## src/rtl/uc_arbiter.sv

```systemverilog
// uc_arbiter: round-robin unit-clause arbiter. Pops at most one head literal per
// cycle from the per-PE implication queues into a one-entry stage, then
// broadcasts it to every PE's UCQ_out only when none of them is full.
//
// Optional feature macro: UCARB_DEDUP_EN
//   defined   -> per-variable (pos, neg) assignment table; duplicates are
//                dropped, contradictions raise a sticky ucarb_conflict.
//   undefined -> no table; every valid literal is broadcast, conflict tied 0.
//
// Ports:
//   clk, rst_n          clock, asynchronous active-low reset
//   UCQ_in_empty        per-PE implication-queue empty
//   UCQ_in2uarb_uc      per-PE head literal (signed, LIT_W bits)
//   ucarb2UCQ_in_pop    one-hot pop to the granted PE (combinational)
//   UCQ_out_full        per-PE UCQ_out full
//   ucarb2UCQ_out_push  broadcast push to all PEs (combinational)
//   ucarb2UCQ_out_uc    broadcast literal (the staged literal)
//   clear               synchronous flush for a new propagation round
//   ucarb_conflict      sticky contradictory-implication flag
//   ucarb_idle          stage empty and all input queues empty
//   bcast_count         saturating count of broadcast literals

`ifndef LIT_IDX_MAX
`define LIT_IDX_MAX 8
`endif

module uc_arbiter #(
  parameter int unsigned NUM_PE  = 4,
  parameter int unsigned LIT_W   = `LIT_IDX_MAX*2,
  parameter int unsigned NUM_VAR = 256
) (
  input  logic                           clk,
  input  logic                           rst_n,
  input  logic [NUM_PE-1:0]              UCQ_in_empty,
  input  logic [NUM_PE-1:0][LIT_W-1:0]   UCQ_in2uarb_uc,
  output logic [NUM_PE-1:0]              ucarb2UCQ_in_pop,
  input  logic [NUM_PE-1:0]              UCQ_out_full,
  output logic                           ucarb2UCQ_out_push,
  output logic [LIT_W-1:0]               ucarb2UCQ_out_uc,
  input  logic                           clear,
  output logic                           ucarb_conflict,
  output logic                           ucarb_idle,
  output logic [15:0]                    bcast_count
);

  localparam int unsigned PE_W = (NUM_PE > 1) ? $clog2(NUM_PE) : 1;
  localparam logic [LIT_W:0] VAR_LIM = (LIT_W+1)'(NUM_VAR);

  logic              stage_v;
  logic [LIT_W-1:0]  stage_lit;
  logic [PE_W-1:0]   rr_ptr;
  logic              conflict_q;

  logic              any_full_c;
  logic              lit_neg_c;
  logic [LIT_W-1:0]  lit_mag_c;
  logic              lit_ok_c;
  logic              dup_c;
  logic              contra_c;
  logic              active_c;
  logic              push_c;
  logic              stage_free_c;
  logic              grant_c;
  logic              gnt_found_c;
  logic [PE_W-1:0]   gnt_idx_c;
  logic [PE_W-1:0]   cand_c;

  // Literal decode: magnitude is the variable index, sign bit is polarity.
  assign any_full_c = |UCQ_out_full;
  assign lit_neg_c  = stage_lit[LIT_W-1];
  assign lit_mag_c  = lit_neg_c ? (~stage_lit + LIT_W'(1)) : stage_lit;
  assign lit_ok_c   = (stage_lit != '0) && ({1'b0, lit_mag_c} < VAR_LIM);

`ifdef UCARB_DEDUP_EN
  localparam int unsigned VIDX_W = $clog2(NUM_VAR);

  logic [NUM_VAR-1:0] asg_pos;
  logic [NUM_VAR-1:0] asg_neg;
  logic [VIDX_W-1:0]  var_idx_c;

  assign var_idx_c = lit_mag_c[VIDX_W-1:0];
  assign dup_c     = lit_ok_c & (lit_neg_c ? asg_neg[var_idx_c] : asg_pos[var_idx_c]);
  assign contra_c  = lit_ok_c & (lit_neg_c ? asg_pos[var_idx_c] : asg_neg[var_idx_c]);
`else
  assign dup_c     = 1'b0;
  assign contra_c  = 1'b0;
`endif

  // Retire decision: invalid/duplicate drop, contradiction holds, else push when nobody is full.
  assign active_c     = stage_v & ~conflict_q & ~clear;
  assign push_c       = active_c & lit_ok_c & ~dup_c & ~contra_c & ~any_full_c;
  assign stage_free_c = ~stage_v | (active_c & (~lit_ok_c | dup_c | push_c));
  assign grant_c      = stage_free_c & ~conflict_q & ~clear & gnt_found_c;

  // Round-robin search starting after rr_ptr; scanning from lowest priority
  // upward lets the highest-priority candidate be the last one written.
  always_comb begin
    gnt_found_c = 1'b0;
    gnt_idx_c   = '0;
    cand_c      = '0;
    for (int k = int'(NUM_PE); k >= 1; k--) begin
      cand_c = PE_W'((int'(rr_ptr) + k) % int'(NUM_PE));
      if (!UCQ_in_empty[cand_c]) begin
        gnt_found_c = 1'b1;
        gnt_idx_c   = cand_c;
      end
    end
  end

  // One-hot pop for the granted PE.
  always_comb begin
    ucarb2UCQ_in_pop = '0;
    if (grant_c) ucarb2UCQ_in_pop[gnt_idx_c] = 1'b1;
  end

  assign ucarb2UCQ_out_push = push_c;
  assign ucarb2UCQ_out_uc   = stage_lit;
  assign ucarb_idle         = ~stage_v & (&UCQ_in_empty);
  assign ucarb_conflict     = conflict_q;

  // Stage and round-robin pointer; a grant refills the stage as it retires.
  always_ff @(posedge clk or negedge rst_n) begin
    if (!rst_n) begin
      stage_v   <= 1'b0;
      stage_lit <= '0;
      rr_ptr    <= PE_W'(NUM_PE - 1);
    end else if (clear) begin
      stage_v   <= 1'b0;
    end else if (grant_c) begin
      stage_v   <= 1'b1;
      stage_lit <= UCQ_in2uarb_uc[gnt_idx_c];
      rr_ptr    <= gnt_idx_c;
    end else if (stage_free_c) begin
      stage_v   <= 1'b0;
    end
  end

  // Saturating broadcast counter.
  always_ff @(posedge clk or negedge rst_n) begin
    if (!rst_n) begin
      bcast_count <= '0;
    end else if (clear) begin
      bcast_count <= '0;
    end else if (push_c && (bcast_count != 16'hFFFF)) begin
      bcast_count <= bcast_count + 16'd1;
    end
  end

`ifdef UCARB_DEDUP_EN
  // Sticky conflict flag and per-variable assignment table.
  always_ff @(posedge clk or negedge rst_n) begin
    if (!rst_n) begin
      conflict_q <= 1'b0;
      asg_pos    <= '0;
      asg_neg    <= '0;
    end else if (clear) begin
      conflict_q <= 1'b0;
      asg_pos    <= '0;
      asg_neg    <= '0;
    end else begin
      if (active_c && contra_c) conflict_q <= 1'b1;
      if (push_c) begin
        if (lit_neg_c) asg_neg[var_idx_c] <= 1'b1;
        else           asg_pos[var_idx_c] <= 1'b1;
      end
    end
  end
`else
  assign conflict_q = 1'b0;
`endif

endmodule

```

## config.mk

```make
export PLATFORM = sky130hd
export DESIGN_NAME = uc_arbiter
export DESIGN_NICKNAME = d
export VERILOG_FILES = /design/src/rtl/uc_arbiter.sv
export SDC_FILE = /design/constraint.sdc
export NUM_CORES = 1
export LEC_CHECK = 0
export CAP_MARGIN = 20
export CORE_MARGIN = 4
export CORE_UTILIZATION = 38
export DETAILED_ROUTE_END_ITERATION = 7
export PLACE_DENSITY = 0.77
export RECOVER_POWER = 100
export SYNTH_ARGS = -nofsm -noshare
export SYNTH_HDL_FRONTEND = slang
export SYNTH_SLANG_ARGS = --single-unit
```

## constraint.sdc

```tcl
create_clock -name clk -period 3 [get_ports clk]
set_input_delay 0.9 -clock clk [delete_from_list [all_inputs] [get_ports clk]]
set_output_delay 0.9 -clock clk [all_outputs]
set_load 0.01 [all_outputs]
```

======== After elaboration in Yosys (flattened, before gate mapping) ========
Cells that the tools add are included.
cells by class
  $add $sub $neg .......................... 6
  multipliers ............................. 0
  div/mod/pow operators ................... 0
  magnitude comparators ................... 7
  equal/unequal tests ..................... 1
  shift-type cells ........................ 0
  muxes and demuxes ....................... 27
  bitwise gates (word level) .............. 14
  reduce and logical (&&, ||, !) cells .... 9
operators by type and width
  operator                                                     number
  2-to-1 mux 16 bit                                            4
  adder 16 x 1 -> 16 bit, second input constant                2
  binary-select mux 16 bit (select 2 bit)                      1
  less-than comparator 16 x 9 -> 1 bit, second input constant  1
  != test 16 bit, second input constant                        1
  inverter 16 bit                                              1
  nonzero test 16 bit                                          1
  less-than comparator 2 x 3 -> 1 bit, second input constant   5
  2-to-1 mux 1 bit                                             12
  binary-select mux 1 bit (select 2 bit)                       4
  2-to-1 mux 2 bit                                             4
  bitwise AND 1 bit                                            7
  adder 2 x 1 -> 2 bit, second input constant                  2
  adder 2 bit, second input constant                           2
  2-to-1 mux 4 bit                                             1
  inverter 1 bit                                               4
  AND reduction 4 bit                                          1
  OR reduction 4 bit                                           1
  logical AND 1 bit                                            3
  nonzero test 3 bit                                           1
  demux 1 bit (select 2 bit)                                   1
  >= comparator 2 x 1 -> 1 bit, second input constant          1
  bitwise OR 1 bit                                             2
  AND reduction 2 bit                                          1
  nonzero test 2 bit                                           1
word-level totals
  flip-flop bits (word level) ............. 35
  bits in latches ......................... 0
  RAM bits ................................ 0
  memory bits (read-only) ................. 0
  bits of input ports ..................... 75
  word-level logic and storage cells ...... 68
  memories ................................ 0

======== Longest topological paths before layout ========
Gate-level depths: netlist of the first run.
  depth after elaboration ................. 14
  depth in mapped cells ................... 8
  gate-level depth less buffers ........... 7

======== Least setup slack after synthesis of the first run ========
No wires, ideal clock.
  kind .................................... input to output
  start ................................... input port UCQ_in_empty[3]
  end ..................................... output port ucarb2UCQ_in_pop[2]
  arrival ................................. 2.367 ns
  slack ................................... -0.267 ns
  stages .................................. 8
  cells stage by stage .................... nand2b_1 -> o21ai_0 -> nand2_1 -> o221a_2 -> buf_2 -> clkbuf_1 -> inv_1 -> nor3b_1
between the ends
  cells in the longest elaborated chain, start to end .. 11
ends and longest elaborated chain
  element                                                                                                    line  source
  start, declared                                                                                            34    input logic [NUM_PE-1:0] UCQ_in_empty,
  binary-select mux 1 bit (select 2 bit)                                                                     103   if (!UCQ_in_empty[cand_c]) begin
  2-to-1 mux 1 bit (not written as such)                                                                     103
  2-to-1 mux 2 bit (4 in a row)                                                                              103
  less-than comparator 2 x 3 -> 1 bit (not written as such) or >= comparator 2 x 1 -> 1 bit (tied branches)  113   if (grant_c) ucarb2UCQ_in_pop[gnt_idx_c] = 1'b1;
  logical AND 1 bit (not written as such)                                                                    113
  2-to-1 mux 1 bit (not written as such)                                                                     113
  demux 1 bit (select 2 bit)                                                                                 113
  2-to-1 mux 4 bit *                                                                                         113
  end, declared                                                                                              36    output logic [NUM_PE-1:0] ucarb2UCQ_in_pop,
Mark *: on every way between the ends. The rest lies on a longest branch, timed or not. The select of a mux whose other input is x is not followed.

======== Worst setup path after layout of the first run ========
  start ................................... register stage_lit[1], in the netlist ucarb2UCQ_out_uc[1]
  end ..................................... output port ucarb2UCQ_in_pop[0]
between the ends
  cells in the longest elaborated chain, start to end .. 13
ends and longest elaborated chain
  element                               line  source
  start, declared                       50    logic [LIT_W-1:0] stage_lit;
  start signal, assigned                131   stage_lit <= UCQ_in2uarb_uc[gnt_idx_c];
  inverter 16 bit                       71    assign lit_mag_c = lit_neg_c ? (~stage_lit + LIT_W'(1)) : stage_lit;
  adder 16 x 1 -> 16 bit                71
  2-to-1 mux 16 bit                     71
  less-than comparator 16 x 9 -> 1 bit  72    assign lit_ok_c = (stage_lit != '0) && ({1'b0, lit_mag_c} < VAR_LIM);
  logical AND 1 bit *                   72
  bitwise AND 1 bit (2 in a row)        91    assign push_c = active_c & lit_ok_c & ~dup_c & ~contra_c & ~any_full_c;
  bitwise OR 1 bit *                    92    assign stage_free_c = ~stage_v | (active_c & (~lit_ok_c | dup_c | push_c));
  bitwise AND 1 bit *                   92
  bitwise OR 1 bit *                    92
  bitwise AND 1 bit * (2 in a row)      93    assign grant_c = stage_free_c & ~conflict_q & ~clear & gnt_found_c;
  2-to-1 mux 4 bit *                    113
Mark *: on every way between the ends. The rest lies on a longest branch, timed or not.

==> results of run 1 <==
==> layout make-up <==
class	count	area (um^2)	area share [%]
multi-input cells	196	1650	38.6
repair buffers	168	1520	35.6
flip-flops and latches	35	878	20.5
clock buffers	8	100	2.34
well taps	77	96.3	2.25
inverters	7	26.3	0.614
==> repair_timing <==
action                                 in CTS  in global routing
gates resized for setup                    46                  6
setup endpoints to repair                   6                  5
pin swaps                                  11                  8
buffers inserted                            8                  5
endpoints found under the hold margin       0                  0
==> sequential cells by signal, indices dropped and copies added, names as in the netlist <==
register	cells
bcast_count	16
ucarb2UCQ_out_uc	16
rr_ptr	2
stage_v	1
==> cells in the mapped netlist (3+ instances only) <==
library cell	number
nand2_1	10
mux2i_1	50
clkbuf_1	4
or2_2	3
nor2_1	17
nand3_1	7
a21oi_1	15
mux2_1	3
and3_1	4
nor3_1	3
o21ai_0	8
buf_2	4
inv_1	7
mux2_4	13
o21ai_1	5
nand4_1	8
or3_1	10
dfrtp_1	33
==> layer usage <==
layer / share of wire, % / wire length, um / vias up / global-route usage (%)
li1: - / - / 1266 / -
met5: 0 / 0 / - / 0
met1: 41 / 3010 / 1221 / 20.3
met4: 1.1 / 81 / 0 / 4.47
met3: 5.3 / 392 / 10 / 3.76
met2: 53 / 3930 / 75 / 34.0
==> worst register-to-register path, delay by kind of cell (launching register included) <==
family | cells | cell delay [ns]
DFF | 1 | 0.41
AOI/OAI and AO/OA | 3 | 0.49
buffers and inverters | 4 | 0.50
and+or+nand+nor | 3 | 0.96
==> cell families (layout without fill, tap and decap cells) <==
| group | after synthesis | after routing | synth area share, % |
|---|---|---|---|
| flip-flops | 35 | 35 | 34.5 |
| buffers and inverters | 20 | 183 | 4.04 |
| adder cells (fa/ha/maj) | 1 | 1 | 0.492 |
| XOR/XNOR | 2 | 2 | 0.689 |
| multiplexers | 68 | 68 | 29.6 |
| other | 1 | 1 | 0.147 |
| AND/OR/NAND/NOR | 82 | 82 | 19.4 |
| AO/OA/AOI/OAI | 42 | 42 | 11.1 |
==> metrics by stage <==
| stage | hold WS (ns) | std cells |
|---|---|---|
| 2_1_floorplan | 0.501 | 251 |
| 3_3_place_gp | 0.569 | 470 |
| 3_5_place_dp | 0.581 | 470 |
| 4_1_cts | 0.592 | 486 |
| 5_1_grt | 0.621 | 491 |
| 6_report | 0.584 | 491 |
==> power by group <==
| part | switching, W | internal [W] | total [W] |
|---|---|---|---|
| logic | 0.000746 | 0.00109 | 0.00183 |
| registers | 0.000146 | 0.000608 | 0.000754 |
| clock network | 0.000170 | 0.000210 | 0.000380 |
==> worst paths after layout <==
kind                                                 startpoint                          endpoint  slack [ns]  cells past startpoint
worst max-delay path            ucarb2UCQ_out_uc[1]$_DFFE_PN0P_               ucarb2UCQ_in_pop[0]       -0.14                      9
worst min-delay path                bcast_count[10]$_DFFE_PN0P_       bcast_count[10]$_DFFE_PN0P_        0.58                      2
worst max register to register  ucarb2UCQ_out_uc[1]$_DFFE_PN0P_        bcast_count[6]$_DFFE_PN0P_        0.56                     10
worst min register to register      bcast_count[10]$_DFFE_PN0P_       bcast_count[10]$_DFFE_PN0P_        0.58                      2
max in group asynchronous                                 rst_n  ucarb2UCQ_out_uc[10]$_DFFE_PN0P_        0.78                      1
min in group asynchronous                                 rst_n       bcast_count[10]$_DFFE_PN0P_        1.12                      1
==> flow_metrics.env, run 1 <==
export IMPL_outcome="complete, but fails checks"
export IMPL_violations="max-capacitance violations, max-slew violations, negative setup slack"
export IMPL_antenna_found_initial=0
export IMPL_nNetsFinal=489
export IMPL_async_flop_share_pct=100
export IMPL_worstPathCellList="nor4_4, buf_4, a31o_2, a21o_1, nand2_2, o21a_1, buf_6, and3_4, buf_6"
export IMPL_fmax_ghz=0.319
export IMPL_finalHoldViolCount=0
export IMPL_post_drt_wl_per_cell_um=15.1
export IMPL_synth_cell_types=52
export IMPL_cp_required_ns=2.10
export IMPL_cts_tree="done"
export IMPL_cap_violations=1
export IMPL_cts_max_path_buffers=2
export IMPL_mostFrequentLayoutCells="clkdlybuf4s50_1 (69), buf_4 (52), mux2i_1 (50), dfrtp_1 (33), dlygate4sd3_1 (27)"
export IMPL_p_leak_nw=1.97
export IMPL_synth_edff_count=0
export IMPL_rows=29
export IMPL_yosys_area_top_type="dfrtp_1"
export IMPL_cts_clk_slew_worst_paths_ns=0.08
export IMPL_core_um2=6420
export IMPL_antenna_left=0
export IMPL_initial_core_util_pct=39.6
export IMPL_dieArea_um2=8060
export IMPL_grt_pass1_vias=2601
export IMPL_hold_path_class="register to register"
export IMPL_clk_latency_ns=0.29
export IMPL_track_usage_pct=17.9
export IMPL_synthDominantCellAreaShare_pct=32.5
export IMPL_die_w_um=89.8
export IMPL_numPortBuffers=112
export IMPL_ir_drop_uv=332
export IMPL_place_area_um2=4030
export IMPL_syn_nets=327
export IMPL_crit_buf_inv=3
export IMPL_ys_top_cells_by_area="dfrtp_1 (32%), mux2i_1 (20%), mux2_4 (7.7%)"
export IMPL_setup_tns_ns=-0.540
export IMPL_gr_total_overflow=0
export IMPL_layout_drive_gt1_share_pct=26.6
export IMPL_finalCritPeriodShare_pct=105
export IMPL_syn_area_um2=2540
export IMPL_drc=0
export IMPL_arrival_ns=2.24
export IMPL_syn_area_per_cell_um2=10.1
export IMPL_slew_headroom_pct=-25.8
export IMPL_avgViaCountPerCell=5.24
export IMPL_hpwl_mm=5.74
export IMPL_cts_root_buf="clkbuf_8"
export IMPL_slowest_stage="dfrtp_1"
export IMPL_ys_dominant_reg_cell="dfrtp_1"
export IMPL_grt_pass1_wl_mm=12.1
export IMPL_htree_levels=2
export IMPL_cp_top_family="simple AND/OR/NAND/NOR gates"
export IMPL_start_kind="register"
export IMPL_power_density_nw_per_um2=693
export IMPL_synth_seq_cells=35
export IMPL_vias=2572
export IMPL_crit_path_max_fanout=5
export IMPL_syn2layout_area_growth_pct=68.3
export IMPL_drtIter0Drc=90
export IMPL_yosysSeqAreaShare_pct=34.5
export IMPL_clock_sinks=35
export IMPL_routed_wl_mm=7.42
export IMPL_cts_buffers=5
export IMPL_place_gp_congestion=0.778
export IMPL_yosys_warnings=0
export IMPL_dr_pass1_iters=4
export IMPL_antenna_cells=0
export IMPL_rsz0062_at_grt="yes"
export IMPL_total_power_w=0.00297
export IMPL_setup_viol=4
export IMPL_final_util_pct=66.6
export IMPL_finalCriticalPeriod_ns=3.14
export IMPL_stdcell_area_um2=4280
export IMPL_max_stage_delay_ns=0.41
export IMPL_pre_cts_ws_ns=-0.732
export IMPL_tightest_slew_ns=1.89
export IMPL_cpMostUsedCell="buf_6"
export IMPL_setup_ws_ns=-0.138
export IMPL_ctsHoldBuffers=0
export IMPL_fin_skew_ns=0.0118
export IMPL_num_fill_cells=517
export IMPL_fp_dieH_um=89.8
export IMPL_end_kind="primary output"
export IMPL_maxSlewViolCount=36
export IMPL_ioPinCount=114
export IMPL_netlist_instances=251
export IMPL_crit_type="register to primary output"
export IMPL_grt_max_degree=36
export IMPL_final_common_cell="clkdlybuf4s50_1"
Power figures use the tool's default switching activity.
==> run 2: changes to the inputs <==
Settings changed: CTS_CLUSTER_SIZE set to 20.
==> results of run 2 <==
No change in the layout: final DEF, timing and power equal those of run 1.
==> run 3: changes to the inputs <==
Settings changed: CORE_ASPECT_RATIO set to 0.7.
==> run 3 against run 2 <==
  * The run ends with negative setup slack left
  * Non-clock buffer count down 9
  * Sequential power up 1%
  * Combinational power down 5%
  * Setup slack worse by 0.14 ns
  * Final cell count up 0.81%
  * Clock power down 8.4%
  * Largest power group unchanged
==> flow_metrics.env, run 3 (same netlist as run 1, synthesis figures left out) <==
export IMPL_power_density_nw_per_um2=675
export IMPL_outcome="complete, but fails checks"
export IMPL_final_common_cell="clkdlybuf4s50_1"
export IMPL_clock_sinks=35
export IMPL_arrival_ns=2.38
export IMPL_cts_max_path_buffers=2
export IMPL_instances_no_fill=495
export IMPL_cts_root_buf="clkbuf_8"
export IMPL_dp_cells=481
export IMPL_max_stage_delay_ns=0.46
export IMPL_rows=24
export IMPL_cp_top_family="simple AND/OR/NAND/NOR gates"
export IMPL_fp_dieH_um=76.4
export IMPL_use_met2_pct=34.3
export IMPL_antenna_cells=0
export IMPL_numPortBuffers=112
export IMPL_nNetsFinal=480
export IMPL_cap_violations=0
export IMPL_dr_pass1_iters=4
export IMPL_cts_clk_slew_worst_paths_ns=0.07
export IMPL_hold_path_class="register to register"
export IMPL_avgViaCountPerCell=5.23
export IMPL_violations="negative setup slack"
export IMPL_crit_buf_inv=3
export IMPL_tightest_slew_ns=0.887
export IMPL_total_power_w=0.00284
export IMPL_htree_levels=2
export IMPL_slowest_stage="nor4_4"
export IMPL_ioPinCount=114
export IMPL_initial_core_util_pct=39.9
export IMPL_clk_latency_ns=0.29
export IMPL_pre_cts_ws_ns=-0.732
export IMPL_dieArea_um2=8080
export IMPL_slew_headroom_pct=40.8
export IMPL_antenna_left=0
export IMPL_vias=2588
export IMPL_start_kind="register"
export IMPL_grt_pass1_wl_mm=12.5
export IMPL_use_met3_pct=4.49
export IMPL_setup_viol=5
export IMPL_rsz0062_at_grt="yes"
export IMPL_cts_tree="done"
export IMPL_maxSlewViolCount=0
export IMPL_die_w_um=106
export IMPL_track_usage_pct=19.2
export IMPL_regToRegSetupSlack_ns=0.38
export IMPL_cp_required_ns=2.10
export IMPL_finalCriticalPeriod_ns=3.28
export IMPL_cts_buffers=5
export IMPL_place_gp_congestion=0.774
export IMPL_hpwl_mm=6.18
export IMPL_routed_wl_mm=7.93
export IMPL_drc=0
export IMPL_core_um2=6370
export IMPL_worstPathCellList="nor4_4, buf_4, a31o_4, a21o_1, nand2_2, o21a_1, buf_6, nor3b_2, buf_2"
export IMPL_num_fill_cells=503
export IMPL_fin_skew_ns=0.00468
export IMPL_finalHoldViolCount=0
export IMPL_end_kind="primary output"
export IMPL_post_drt_wl_per_cell_um=16.0
export IMPL_crit_type="register to primary output"
export IMPL_mostFrequentLayoutCells="clkdlybuf4s50_1 (66), mux2i_1 (50), buf_4 (43), dfrtp_1 (33), dlygate4sd3_1 (32)"
export IMPL_finalCritPeriodShare_pct=109
export IMPL_crit_path_max_fanout=4
export IMPL_grt_pass1_vias=2692
export IMPL_layout_drive_gt1_share_pct=25.0
export IMPL_grtUsageMet1_pct=22.3
export IMPL_fmax_ghz=0.305
export IMPL_grt_max_degree=36
export IMPL_antenna_found_initial=0
export IMPL_setup_ws_ns=-0.277
export IMPL_busiest_layer="met2"
export IMPL_gr_total_overflow=0
export IMPL_p_leak_nw=1.93
export IMPL_drtIter0Drc=133
export IMPL_syn2layout_area_growth_pct=65.4
export IMPL_ir_drop_uv=392
==> run 3: cell count changes in the layout (fill, tap and decap cells not counted), moves of 2 or more <==
cell	previous run	this run
nor3b_2	0	2
clkdlybuf4s15_1	2	0
dlygate4sd3_1	27	32
dlymetal6s2s_1	0	3
nor3b_4	2	0
clkdlybuf4s50_1	69	66
buf_4	52	43
buf_6	6	3
==> run 3: repair_timing <==
| action | 4_1_cts | 5_1_grt |
|---|---|---|
| hold buffers | 0 | 0 |
| endpoints found under the setup margin | 6 | 9 |
| setup buffers | 4 | 3 |
| pin swaps | 10 | 8 |
| resized for setup | 33 | 12 |
==> run 3: per-stage QoR <==
step	instance area, um^2	setup TNS (ns)	utilization [%]	hold slack [ns]
6_report	4200	-1.17	66.0	0.600
5_1_grt	4200	-1.57	66.0	0.633
4_1_cts	4140	-0.761	65.0	0.608
3_5_place_dp	4030	-5.58	63.3	0.593
3_3_place_gp	4030	-4.21	63.3	0.573
2_1_floorplan	2550	-0.0215	-	0.501
==> run 3: area by class of cell <==
| cell class | instances | area [um^2] | area share, % |
|---|---|---|---|
| Clock buffer | 6 | 82.6 | 1.96 |
| Clock inverter | 1 | 5.00 | 0.119 |
| Inverter | 7 | 26.3 | 0.625 |
| Multi-Input combinational cell | 196 | 1640 | 39.0 |
| Sequential cell | 35 | 878 | 20.9 |
| Tap cell | 91 | 114 | 2.71 |
| Timing Repair Buffer | 159 | 1460 | 34.6 |
==> run 3: worst paths after layout <==
check / from / to / cells after the start
worst max-delay path: ucarb2UCQ_out_uc[1]$_DFFE_PN0P_ / ucarb2UCQ_in_pop[3] / 9
worst min-delay path: bcast_count[1]$_DFFE_PN0P_ / bcast_count[1]$_DFFE_PN0P_ / 2
worst max register to register: ucarb2UCQ_out_uc[1]$_DFFE_PN0P_ / bcast_count[11]$_DFFE_PN0P_ / 8
worst min register to register: bcast_count[1]$_DFFE_PN0P_ / bcast_count[1]$_DFFE_PN0P_ / 2
max in group asynchronous: rst_n / ucarb2UCQ_out_uc[15]$_DFFE_PN0P_ / 2
min in group asynchronous: rst_n / ucarb2UCQ_out_uc[2]$_DFFE_PN0P_ / 2
==> run 3: routing by layer <==
| metal | wire (um) | vias up |
|---|---|---|
| li1 | - | 1242 |
| met1 | 3230 | 1257 |
| met2 | 4110 | 71 |
| met3 | 398 | 18 |
| met4 | 187 | 0 |
| met5 | 0 | - |
==> run 3: worst reg2reg max path, delay by kind of cell (launching register included) <==
kind | cells | cell delay, ns
AO/OA/AOI/OAI | 1 | 0.28
flip-flops | 1 | 0.41
multiplexers | 1 | 0.34
AND/OR/NAND/NOR | 4 | 1.02
buffers and inverters | 2 | 0.46
==> run 3: report_power, final <==
part	switching [W]	total, W	internal, W
clock network	0.000168	0.000348	0.000180
registers	0.000154	0.000762	0.000608
logic	0.000727	0.00173	0.00100
